## config.mk

```make
export PLATFORM = sky130hd
export DESIGN_NAME = dll_rx_lcrc_check
export DESIGN_NICKNAME = d
export VERILOG_FILES = /design/src/rtl/dll_pkg.sv /design/src/rtl/dll_seq_tracker.sv /design/src/rtl/dll_rx_lcrc_check.sv
export SDC_FILE = /design/constraint.sdc
export NUM_CORES = 1
export LEC_CHECK = 0
export CAP_MARGIN = 20
export CORE_AREA = 2 2 115 117
export CTS_BUF_LIST = sky130_fd_sc_hd__clkbuf_8
export DETAILED_ROUTE_END_ITERATION = 10
export DIE_AREA = 0 0 117 119
export HOLD_SLACK_MARGIN = 0.05
export PLACE_DENSITY = 0.82
export SLEW_MARGIN = 20
export SYNTH_ARGS = -nofsm -noshare
export SYNTH_HDL_FRONTEND = slang
export SYNTH_SLANG_ARGS = --single-unit
```

## constraint.sdc

```tcl
create_clock -name clk -period 4 [get_ports clk]
set_input_delay 0.4 -clock clk [delete_from_list [all_inputs] [get_ports clk]]
set_output_delay 0.4 -clock clk [all_outputs]
set_load 0.02 [all_outputs]
```

## src/rtl/dll_pkg.sv

```systemverilog
// Data link layer shared definitions: LCRC-32 constants and the
// byte-wide reflected CRC update used by both RX check and TX generate.
package dll_pkg;

  localparam int          SEQ_W          = 12;
  localparam logic [31:0] LCRC_POLY_REFL = 32'hEDB88320;
  localparam logic [31:0] LCRC_INIT      = 32'hFFFFFFFF;
  localparam logic [31:0] LCRC_XOROUT    = 32'hFFFFFFFF;

  function automatic logic [31:0] crc32_byte(
    input logic [31:0] crc,
    input logic [7:0]  data
  );
    logic [31:0] c;
    c = crc ^ {24'd0, data};
    for (int i = 0; i < 8; i++) begin
      c = c[0] ? ((c >> 1) ^ LCRC_POLY_REFL) : (c >> 1);
    end
    return c;
  endfunction

endpackage

```

## src/rtl/dll_seq_tracker.sv

```systemverilog
// Receive sequence tracking: expected-sequence register, duplicate
// versus ahead classification and one-cycle ACK/NAK/DUP verdicts.
module dll_seq_tracker #(
  parameter int SEQ_W = 12
) (
  input  logic             clk,
  input  logic             reset,
  input  logic             i_judge,
  input  logic             i_crc_ok,
  input  logic             i_bad,
  input  logic [SEQ_W-1:0] i_seq,
  output logic             o_in_seq,
  output logic             o_ack,
  output logic             o_nak,
  output logic             o_dup,
  output logic [SEQ_W-1:0] o_pkt_seq,
  output logic [SEQ_W-1:0] o_next_seq
);

  localparam logic [SEQ_W-1:0] L_HALF =
    {1'b1, {(SEQ_W-1){1'b0}}};

  logic [SEQ_W-1:0] w_diff;
  logic             w_dup;

  // Distance behind the expected number; up to half the space is a replay.
  assign w_diff   = o_next_seq - i_seq;
  assign o_in_seq = (w_diff == '0);
  assign w_dup    = !o_in_seq && (w_diff <= L_HALF);

  always_ff @(posedge clk or negedge reset) begin
    if (!reset) begin
      o_ack      <= 1'b0;
      o_nak      <= 1'b0;
      o_dup      <= 1'b0;
      o_pkt_seq  <= '0;
      o_next_seq <= '0;
    end else begin
      o_ack <= 1'b0;
      o_nak <= 1'b0;
      o_dup <= 1'b0;
      if (i_judge) begin
        o_pkt_seq <= i_seq;
        if (!i_crc_ok) begin
          o_nak <= 1'b1;
        end else if (o_in_seq) begin
          o_ack      <= 1'b1;
          o_next_seq <= o_next_seq + 1'b1;
        end else if (w_dup) begin
          o_dup <= 1'b1;
        end else begin
          o_nak <= 1'b1;
        end
      end else if (i_bad) begin
        o_nak <= 1'b1;
      end
    end
  end

endmodule

```

## src/rtl/dll_rx_lcrc_check.sv

```systemverilog
// RX data link stage: strips sequence and LCRC bytes, checks the
// LCRC on the fly and forwards payload with a per-packet verdict.
module dll_rx_lcrc_check #(
  parameter int SEQ_W = 12,
  parameter int CNT_W = 16
) (
  input  logic             clk,
  input  logic             reset,
  input  logic             in_valid,
  input  logic             in_sop,
  input  logic             in_eop,
  input  logic [7:0]       in_data,
  output logic             out_valid,
  output logic             out_sop,
  output logic             out_eop,
  output logic             out_drop,
  output logic [7:0]       out_data,
  output logic             ack_pulse,
  output logic             nak_pulse,
  output logic             dup_pulse,
  output logic [SEQ_W-1:0] pkt_seq,
  output logic [SEQ_W-1:0] next_rcv_seq,
  output logic [CNT_W-1:0] crc_err_cnt
);

  import dll_pkg::crc32_byte;
  import dll_pkg::LCRC_INIT;
  import dll_pkg::LCRC_XOROUT;

  logic             r_active;
  logic [2:0]       r_cnt;
  logic [3:0][7:0]  r_dl;
  logic [31:0]      r_crc;
  logic [SEQ_W-1:0] r_seq;

  logic        w_new;
  logic        w_acc;
  logic        w_abort;
  logic        w_eop;
  logic        w_fold;
  logic        w_fwd;
  logic        w_judge;
  logic        w_bad;
  logic        w_crc_ok;
  logic        w_in_seq;
  logic [31:0] w_crc_nxt;
  logic [31:0] w_rx_crc;

  // r_cnt saturates at 7: only thresholds 4, 6 and 7 matter.
  assign w_new     = in_valid && in_sop;
  assign w_acc     = in_valid && (in_sop || r_active);
  assign w_abort   = w_new && r_active;
  assign w_eop     = w_acc && in_eop;
  assign w_fold    = w_acc && !w_new && (r_cnt >= 3'd4);
  assign w_fwd     = w_acc && !w_new && (r_cnt >= 3'd6);
  assign w_judge   = w_eop && !w_new && (r_cnt >= 3'd6);
  assign w_bad     = w_abort || (w_eop && !w_judge);
  assign w_crc_nxt = crc32_byte(r_crc, r_dl[3]);
  assign w_rx_crc  = {in_data, r_dl[0], r_dl[1], r_dl[2]};
  assign w_crc_ok  = ((w_crc_nxt ^ LCRC_XOROUT) == w_rx_crc);

  always_ff @(posedge clk or negedge reset) begin
    if (!reset) begin
      r_active    <= 1'b0;
      r_cnt       <= '0;
      r_dl        <= '0;
      r_crc       <= LCRC_INIT;
      r_seq       <= '0;
      out_valid   <= 1'b0;
      out_sop     <= 1'b0;
      out_eop     <= 1'b0;
      out_drop    <= 1'b0;
      out_data    <= '0;
      crc_err_cnt <= '0;
    end else begin
      out_valid <= 1'b0;
      out_sop   <= 1'b0;
      out_eop   <= 1'b0;
      out_drop  <= 1'b0;
      out_data  <= '0;
      if (w_abort && (r_cnt == 3'd7)) begin
        out_valid <= 1'b1;
        out_eop   <= 1'b1;
        out_drop  <= 1'b1;
      end
      if (w_fwd) begin
        out_valid <= 1'b1;
        out_sop   <= (r_cnt == 3'd6);
        out_data  <= r_dl[3];
        out_eop   <= in_eop;
        out_drop  <= in_eop && !(w_crc_ok && w_in_seq);
      end
      if (w_judge && !w_crc_ok && (crc_err_cnt != '1)) begin
        crc_err_cnt <= crc_err_cnt + 1'b1;
      end
      if (w_new) begin
        r_active <= !in_eop;
        r_cnt    <= 3'd1;
        r_crc    <= LCRC_INIT;
        r_dl     <= {24'd0, in_data};
        r_seq[SEQ_W-1:8] <= in_data[SEQ_W-9:0];
      end else if (w_acc) begin
        r_active <= !in_eop;
        if (r_cnt != 3'd7) begin
          r_cnt <= r_cnt + 3'd1;
        end
        r_dl <= {r_dl[2:0], in_data};
        if (w_fold) begin
          r_crc <= w_crc_nxt;
        end
        if (r_cnt == 3'd1) begin
          r_seq[7:0] <= in_data;
        end
      end
    end
  end

  dll_seq_tracker #(
    .SEQ_W (SEQ_W)
  ) u_seq (
    .clk        (clk),
    .reset      (reset),
    .i_judge    (w_judge),
    .i_crc_ok   (w_crc_ok),
    .i_bad      (w_bad),
    .i_seq      (r_seq),
    .o_in_seq   (w_in_seq),
    .o_ack      (ack_pulse),
    .o_nak      (nak_pulse),
    .o_dup      (dup_pulse),
    .o_pkt_seq  (pkt_seq),
    .o_next_seq (next_rcv_seq)
  );

endmodule

```

==> results.py, run 1 <==
metrics = {
    "outcome": {
        "outcome": "completed",
    },
    "placement": {
        "io_buffers": 67,
        "pre_cts_slack_ps": 371,
        "place_congestion": 0.986,
        "post-dp-hpwl_mm": 12.9,
        "dp.cells": 920,
    },
    "synth": {
        "synth_area_leaders": "dfrtp_1 34%, dfstp_2 11%, xnor2_1 7.2%, xor2_1 5.8%, xnor3_1 4.8%",
        "yosys_warnings": 0,
        "yosysMostFrequentCell": "dfrtp_1",
        "synth.top_cells.by_count": "103 x dfrtp_1, 62 x xnor2_1, 52 x nand2_1, 50 x xor2_1, 43 x nor2_1",
        "synth_seq_cells": 135,
        "async_flop_share_pct": 100,
        "synth_edf_count": 0,
        "syn_nets": 718,
        "synth_cell_types": 66,
        "netlist_area_sq_um": 7500,
        "synth_top_area_share_pct": 34.4,
        "synth_flop_cell": "dfrtp_1",
        "yosysTopAreaCell": "dfrtp_1",
        "syn_avg_cell_area_sq_um": 10.9,
        "synth_cells": 689,
        "synth-seq-area-share_pct": 45.6,
    },
    "routing": {
        "drcViolationCount": 0,
        "vias": 5595,
        "wl_mm": 18.4,
        "drt-wirelength-per-cell_um": 19.3,
        "vias_per_cell": 5.88,
        "drtAntennaViolNets": 0,
        "initialDrtViolationCount": 478,
        "drtPass1Iterations": 5,
    },
    "sta": {
        "worst_slack_ps": 301,
        "min_period_ps": 3700,
        "final.setup.tns_ps": 0,
        "min_period_over_period_pct": 92.5,
        "timing.hold.ws_ps": 24.1,
        "fin_skew_ps": 12.3,
        "tightestPinTransition_ps": 993,
        "setup_viol": 0,
        "max_clock_freq_mhz": 270,
        "grt_setup_unrepaired": "no",
        "slew_headroom_pct": 33.8,
        "slew_viol_final": 0,
        "finalHoldViolations": 0,
    },
    "floorplan": {
        "ioPinCount": 68,
        "dieArea_sq_um": 13900,
        "start_util_pct": 58.3,
        "fp.dieH_um": 119,
        "coreArea_sq_um": 12900,
        "fp-row-count": 42,
        "dieWidth_um": 117,
    },
    "setup_path": {
        "worstPathCellList": "xnor2_2 -> xnor2_1 -> xnor3_1 -> xnor2_1 -> a21boi_1 -> nor2_1 -> or3_1 -> nor3_1 -> mux2_1",
        "crit_type": "reg2reg",
        "cpLargestDelayFamily": "XOR/XNOR gates",
        "cp-end-kind": "register",
        "worstPathArrival_ps": 4040,
        "crit_buf_inv": 0,
        "cp.required_ps": 4340,
        "cp_max_fo": 11,
        "cp_slowest_stage_delay_ps": 580,
        "critPathLaunchType": "register",
        "cp_common_cell": "xnor2_1",
        "cp_slowest_cell": "dfstp_2",
        "timing.rr.start": "r_crc[5]",
        "cp-startpoint": "r_crc[5]",
    },
    "clock_tree": {
        "insertion_delay_ps": 450,
        "cts_resized": 0,
        "post-cts-setup-buffers": 0,
        "clkTransAtPathRegs_ps": 80,
        "hold_buffers": 0,
        "tritoncts.num_buffers": 17,
        "htree_levels": 4,
        "clkSinkCount": 135,
        "tritoncts": "yes",
        "cts_root_buf": "clkbuf_8",
        "clk_path_buf_depth": 2,
    },
    "grt": {
        "use_met3_pct": 7.38,
        "grt_usage_pct": 28.1,
        "grt_antenna_before_repair": 0,
        "busiest_layer": "met2",
        "grt_util_met1_pct": 38.8,
        "use_met2_pct": 42.0,
        "grt_pass1_wl_mm": 29.7,
        "grt_pass1_vias": 5711,
        "grt_overflow": 0,
        "grt_start_max_net_pins": 111,
    },
    "run": {
        "cap_violations": 0,
    },
    "power_and_ir_drop": {
        "leakagePower_nw": 3.94,
        "vdd_drop_max_mv": 0.243,
        "power_density_nw_per_um2": 460,
    },
    "cells_and_area": {
        "area_delta_synth_final_pct": 17.4,
        "final_nets": 792,
        "fin_cells": 952,
        "fin_util_pct": 68.4,
        "antennaDiodeCount": 0,
        "drive_gt1_share_pct": 15.2,
    },
    "hold_path": {
        "hold_path.class": "in2async",
    },
}
[final timing paths]
kind / endpoint / slack, ps / cells after the start
max: u_seq.o_next_seq[1] / 300 / 9
min: u_seq.o_next_seq[3] / 20 / 1
max reg2reg: u_seq.o_next_seq[1] / 300 / 9
min reg2reg: u_seq.o_pkt_seq[11] / 480 / 2
max in group asynchronous: r_crc[19] / 2980 / 2
min in group clk: u_seq.o_pkt_seq[11] / 480 / 2
[where the power goes]
| part | switching (mW) | total (mW) | internal, mW |
|---|---|---|---|
| sequential | 0.116 | 1.62 | 1.50 |
| clock | 0.558 | 1.13 | 0.573 |
| combinational | 0.722 | 1.30 | 0.580 |
[flip-flops by register name, summed over array words and instances, names as in the netlist, 3 cells and up]
| signal | flops |
|---|---|
| r_crc | 32 |
| r_cnt | 3 |
| crc_err_cnt | 16 |
| u_seq.o_next_seq | 12 |
| r_seq | 12 |
| u_seq.o_pkt_seq | 12 |
| out_data | 8 |
| r_dl | 32 |
[cells by family (layout without fill, tap and decap cells)]
kind of cell,count (synthesis),count (layout),share of synthesized area [%]
and+or+nand+nor,196,196,13.4
AOI/OAI and AO/OA,127,127,11.4
muxes,18,18,2.77
DFF,135,135,45.6
adders and majority gates,17,17,2.80
xor gates and xnor gates,141,141,21.2
buffers and inverters,55,142,2.85
[layer usage]
layer / vias up / routed length (um)
met4: 0 / 520
li1: 2565 / -
met1: 2788 / 8090
met5: - / 0
met2: 207 / 8550
met3: 35 / 1190
[cell usage in the layout (no fill, tap or decap), drive strengths merged, types with 18 or more instances in the layout]
| master | n |
|---|---|
| a21oi | 37 |
| dfstp | 32 |
| xnor2 | 71 |
| xor2 | 51 |
| o21ai | 29 |
| a22o | 24 |
| inv | 30 |
| nand2 | 52 |
| dfrtp | 103 |
| nor2 | 44 |
| clkbuf | 18 |
| clkdlybuf4s50 | 66 |
[metrics by stage]
stage | area (sq um) | power, mW
4_1_cts | 8810 | 4.06
5_1_grt | 8810 | 4.26
2_1_floorplan | 7500 | 2.55
6_report | 8810 | 4.05
3_5_place_dp | 8410 | 2.92
3_3_place_gp | 8410 | 2.88
[layout make-up]
| class | instances | area, sq um |
|---|---|---|
| clock buffers | 18 | 248 |
| clock inverters | 14 | 149 |
| fillers | 989 | 4070 |
| inverters | 27 | 101 |
| multi-input cells | 499 | 3880 |
| flip-flops and latches | 135 | 3420 |
| well taps | 176 | 220 |
| repair buffers | 83 | 792 |
Note: power is estimated with default switching activity, not from simulation.
==> run 2: changes to the inputs <==
Settings changed: CORE_AREA 2 2 115 117 to 2 2 107 130, CTS_BUF_LIST sky130_fd_sc_hd__clkbuf_8 to unset, DIE_AREA 0 0 117 119 to 0 0 109 132, PLACE_DENSITY 0.82 to 0.79.
==> run 2 against run 1 <==
Utilization is 0.88 points higher. Critical path type unchanged. Critical path depth is 2 higher. Clock power increased by 46%. Via count rose by 3.2%. Largest power group is now the clock network. Sequential power about the same. First-iteration DRC count up 16%. Maximum frequency is 1.4% lower. Clock-buffer cell count unchanged. Register-to-register slack lost 50 ps. Highest routed layer unchanged. Non-clock buffer count is 3 higher.
==> results.py, run 2 (synthesis results as in run 1) <==
metrics = {
    "cells_and_area": {
        "reg_top3": "r_crc: 32 flops, r_dl: 32 flops, crc_err_cnt: 16 flops",
        "area_delta_synth_final_pct": 20.7,
        "final_nets": 795,
        "finish.instance_area_sq_um": 9050,
        "fin_util_pct": 69.3,
        "final_cell_mix": "103 x dfrtp_1, 66 x clkdlybuf4s50_1, 62 x xnor2_1",
        "drive_gt1_share_pct": 15.4,
        "fin_cells": 947,
        "multiInputGateArea_sq_um": 3880,
        "fill_cells": 915,
        "seq_area_sq_um": 3420,
        "antennaDiodeCount": 0,
        "layout_commonest_cell": "dfrtp_1",
    },
    "sta": {
        "fin_skew_ps": 10.4,
        "timing.hold.ws_ps": 486,
        "min_period_over_period_pct": 93.7,
        "final.setup.tns_ps": 0,
        "finalHoldViolations": 0,
        "max_clock_freq_mhz": 267,
        "min_period_ps": 3750,
        "slew_headroom_pct": 47.4,
        "worst_slack_ps": 250,
        "tightestPinTransition_ps": 783,
        "slew_viol_final": 0,
        "grt_setup_unrepaired": "no",
        "setup_viol": 0,
    },
    "setup_path": {
        "cp-end-kind": "register",
        "cp_slowest_cell": "xnor2_1",
        "cp.required_ps": 4340,
        "cp_slowest_stage_delay_ps": 640,
        "crit_buf_inv": 2,
        "worstPathCellList": "xnor2_2 -> buf_4 -> xnor2_1 -> xnor3_1 -> nand4_1 -> or3b_2 -> nor4_1 -> nand4_1 -> buf_4 -> nor4_1 -> xor2_1",
        "cpLargestDelayFamily": "simple AND/OR/NAND/NOR gates",
        "critPathLaunchType": "register",
        "worstPathArrival_ps": 4090,
        "crit_type": "reg2reg",
        "cp_max_fo": 10,
    },
    "placement": {
        "post-dp-hpwl_mm": 13.4,
        "pre_cts_slack_ps": 328,
        "io_buffers": 67,
        "placed_area_sq_um": 8420,
        "dp.cells": 914,
        "place_congestion": 0.917,
    },
    "hold_path": {
        "hold_path.class": "reg2reg",
    },
    "floorplan": {
        "ioPinCount": 68,
        "dieArea_sq_um": 14400,
        "coreArea_sq_um": 13100,
        "fp-row-count": 46,
        "dieWidth_um": 109,
        "fp.dieH_um": 132,
        "start_util_pct": 57.4,
    },
    "clock_tree": {
        "insertion_delay_ps": 420,
        "cts_root_buf": "clkbuf_16",
        "clk_path_buf_depth": 2,
        "htree_levels": 4,
        "clkTransAtPathRegs_ps": 60,
        "clkSinkCount": 135,
        "tritoncts.num_buffers": 17,
        "tritoncts": "yes",
    },
    "routing": {
        "initialDrtViolationCount": 553,
        "wl_mm": 19.3,
        "vias_per_cell": 6.10,
        "drt-wirelength-per-cell_um": 20.3,
        "drtAntennaViolNets": 0,
        "drcViolationCount": 0,
        "vias": 5776,
        "drtPass1Iterations": 6,
    },
    "power_and_ir_drop": {
        "finalPower_mw": 4.59,
        "vdd_drop_max_mv": 0.280,
        "power_density_nw_per_um2": 507,
        "leakagePower_nw": 4.06,
    },
    "grt": {
        "grt_overflow": 0,
        "grt_usage_pct": 27.7,
        "grt_pass1_wl_mm": 30.7,
        "grt_antenna_before_repair": 0,
        "grt_start_max_net_pins": 73,
        "grt_pass1_vias": 5938,
    },
    "outcome": {
        "outcome": "completed",
    },
    "run": {
        "cap_violations": 0,
    },
}
run 2: changes by cell type in the layout (fill, tap and decap cells not counted), sizes merged:
cell,change
bufinv,+1
inv,+2
clkinvlp,-3
buf,+2
dlygate4sd3,+1
run 2: worst paths after layout:
check,from,end,depth (start not counted),slack [ps]
worst max-delay path,r_crc[0],u_seq.o_next_seq[9],11,250
worst min-delay path,u_seq.o_pkt_seq[1],u_seq.o_pkt_seq[1],2,490
worst max register to register,r_crc[0],u_seq.o_next_seq[9],11,250
worst min register to register,u_seq.o_pkt_seq[1],u_seq.o_pkt_seq[1],2,490
max in group asynchronous,reset,r_crc[18],3,2500
min in group asynchronous,reset,u_seq.o_next_seq[7],2,540
run 2: timing repair:
item,4_1_cts,5_1_grt
resized for setup,0,0
hold buffers,1,0
endpoints found under the hold margin,69,0
setup buffers,0,0
endpoints found under the setup margin,0,0
run 2: worst reg2reg max path, delay by kind of cell (launching register included):
| family | cells | cell delay, ps |
|---|---|---|
| buf+inv | 2 | 430 |
| flops | 1 | 570 |
| xor+xnor | 4 | 1210 |
| simple gates | 5 | 1470 |
run 2: power breakdown:
group / switching [mW] / total [mW] / internal, mW
Clock: 0.632 / 1.65 / 1.01
Combinational: 0.741 / 1.32 / 0.581
Sequential: 0.114 / 1.62 / 1.51
run 2: metal layers:
| layer | global-route usage, % | share of wire [%] | vias up |
|---|---|---|---|
| met5 | 0 | 0 | - |
| met4 | 14.6 | 4.5 | 0 |
| met3 | 5.34 | 5.7 | 50 |
| met2 | 45.5 | 51 | 256 |
| met1 | 34.3 | 39 | 2893 |
| li1 | - | - | 2577 |
run 2: layout make-up:
| class | instances | share of cell area (%) |
|---|---|---|
| multi-input combinational | 499 | 42.8 |
| tap | 168 | 2.32 |
| inverter | 27 | 1.12 |
| clock buffer | 18 | 4.85 |
| sequential | 135 | 37.8 |
| timing repair buffer | 86 | 9.03 |
| clock inverter | 14 | 2.07 |
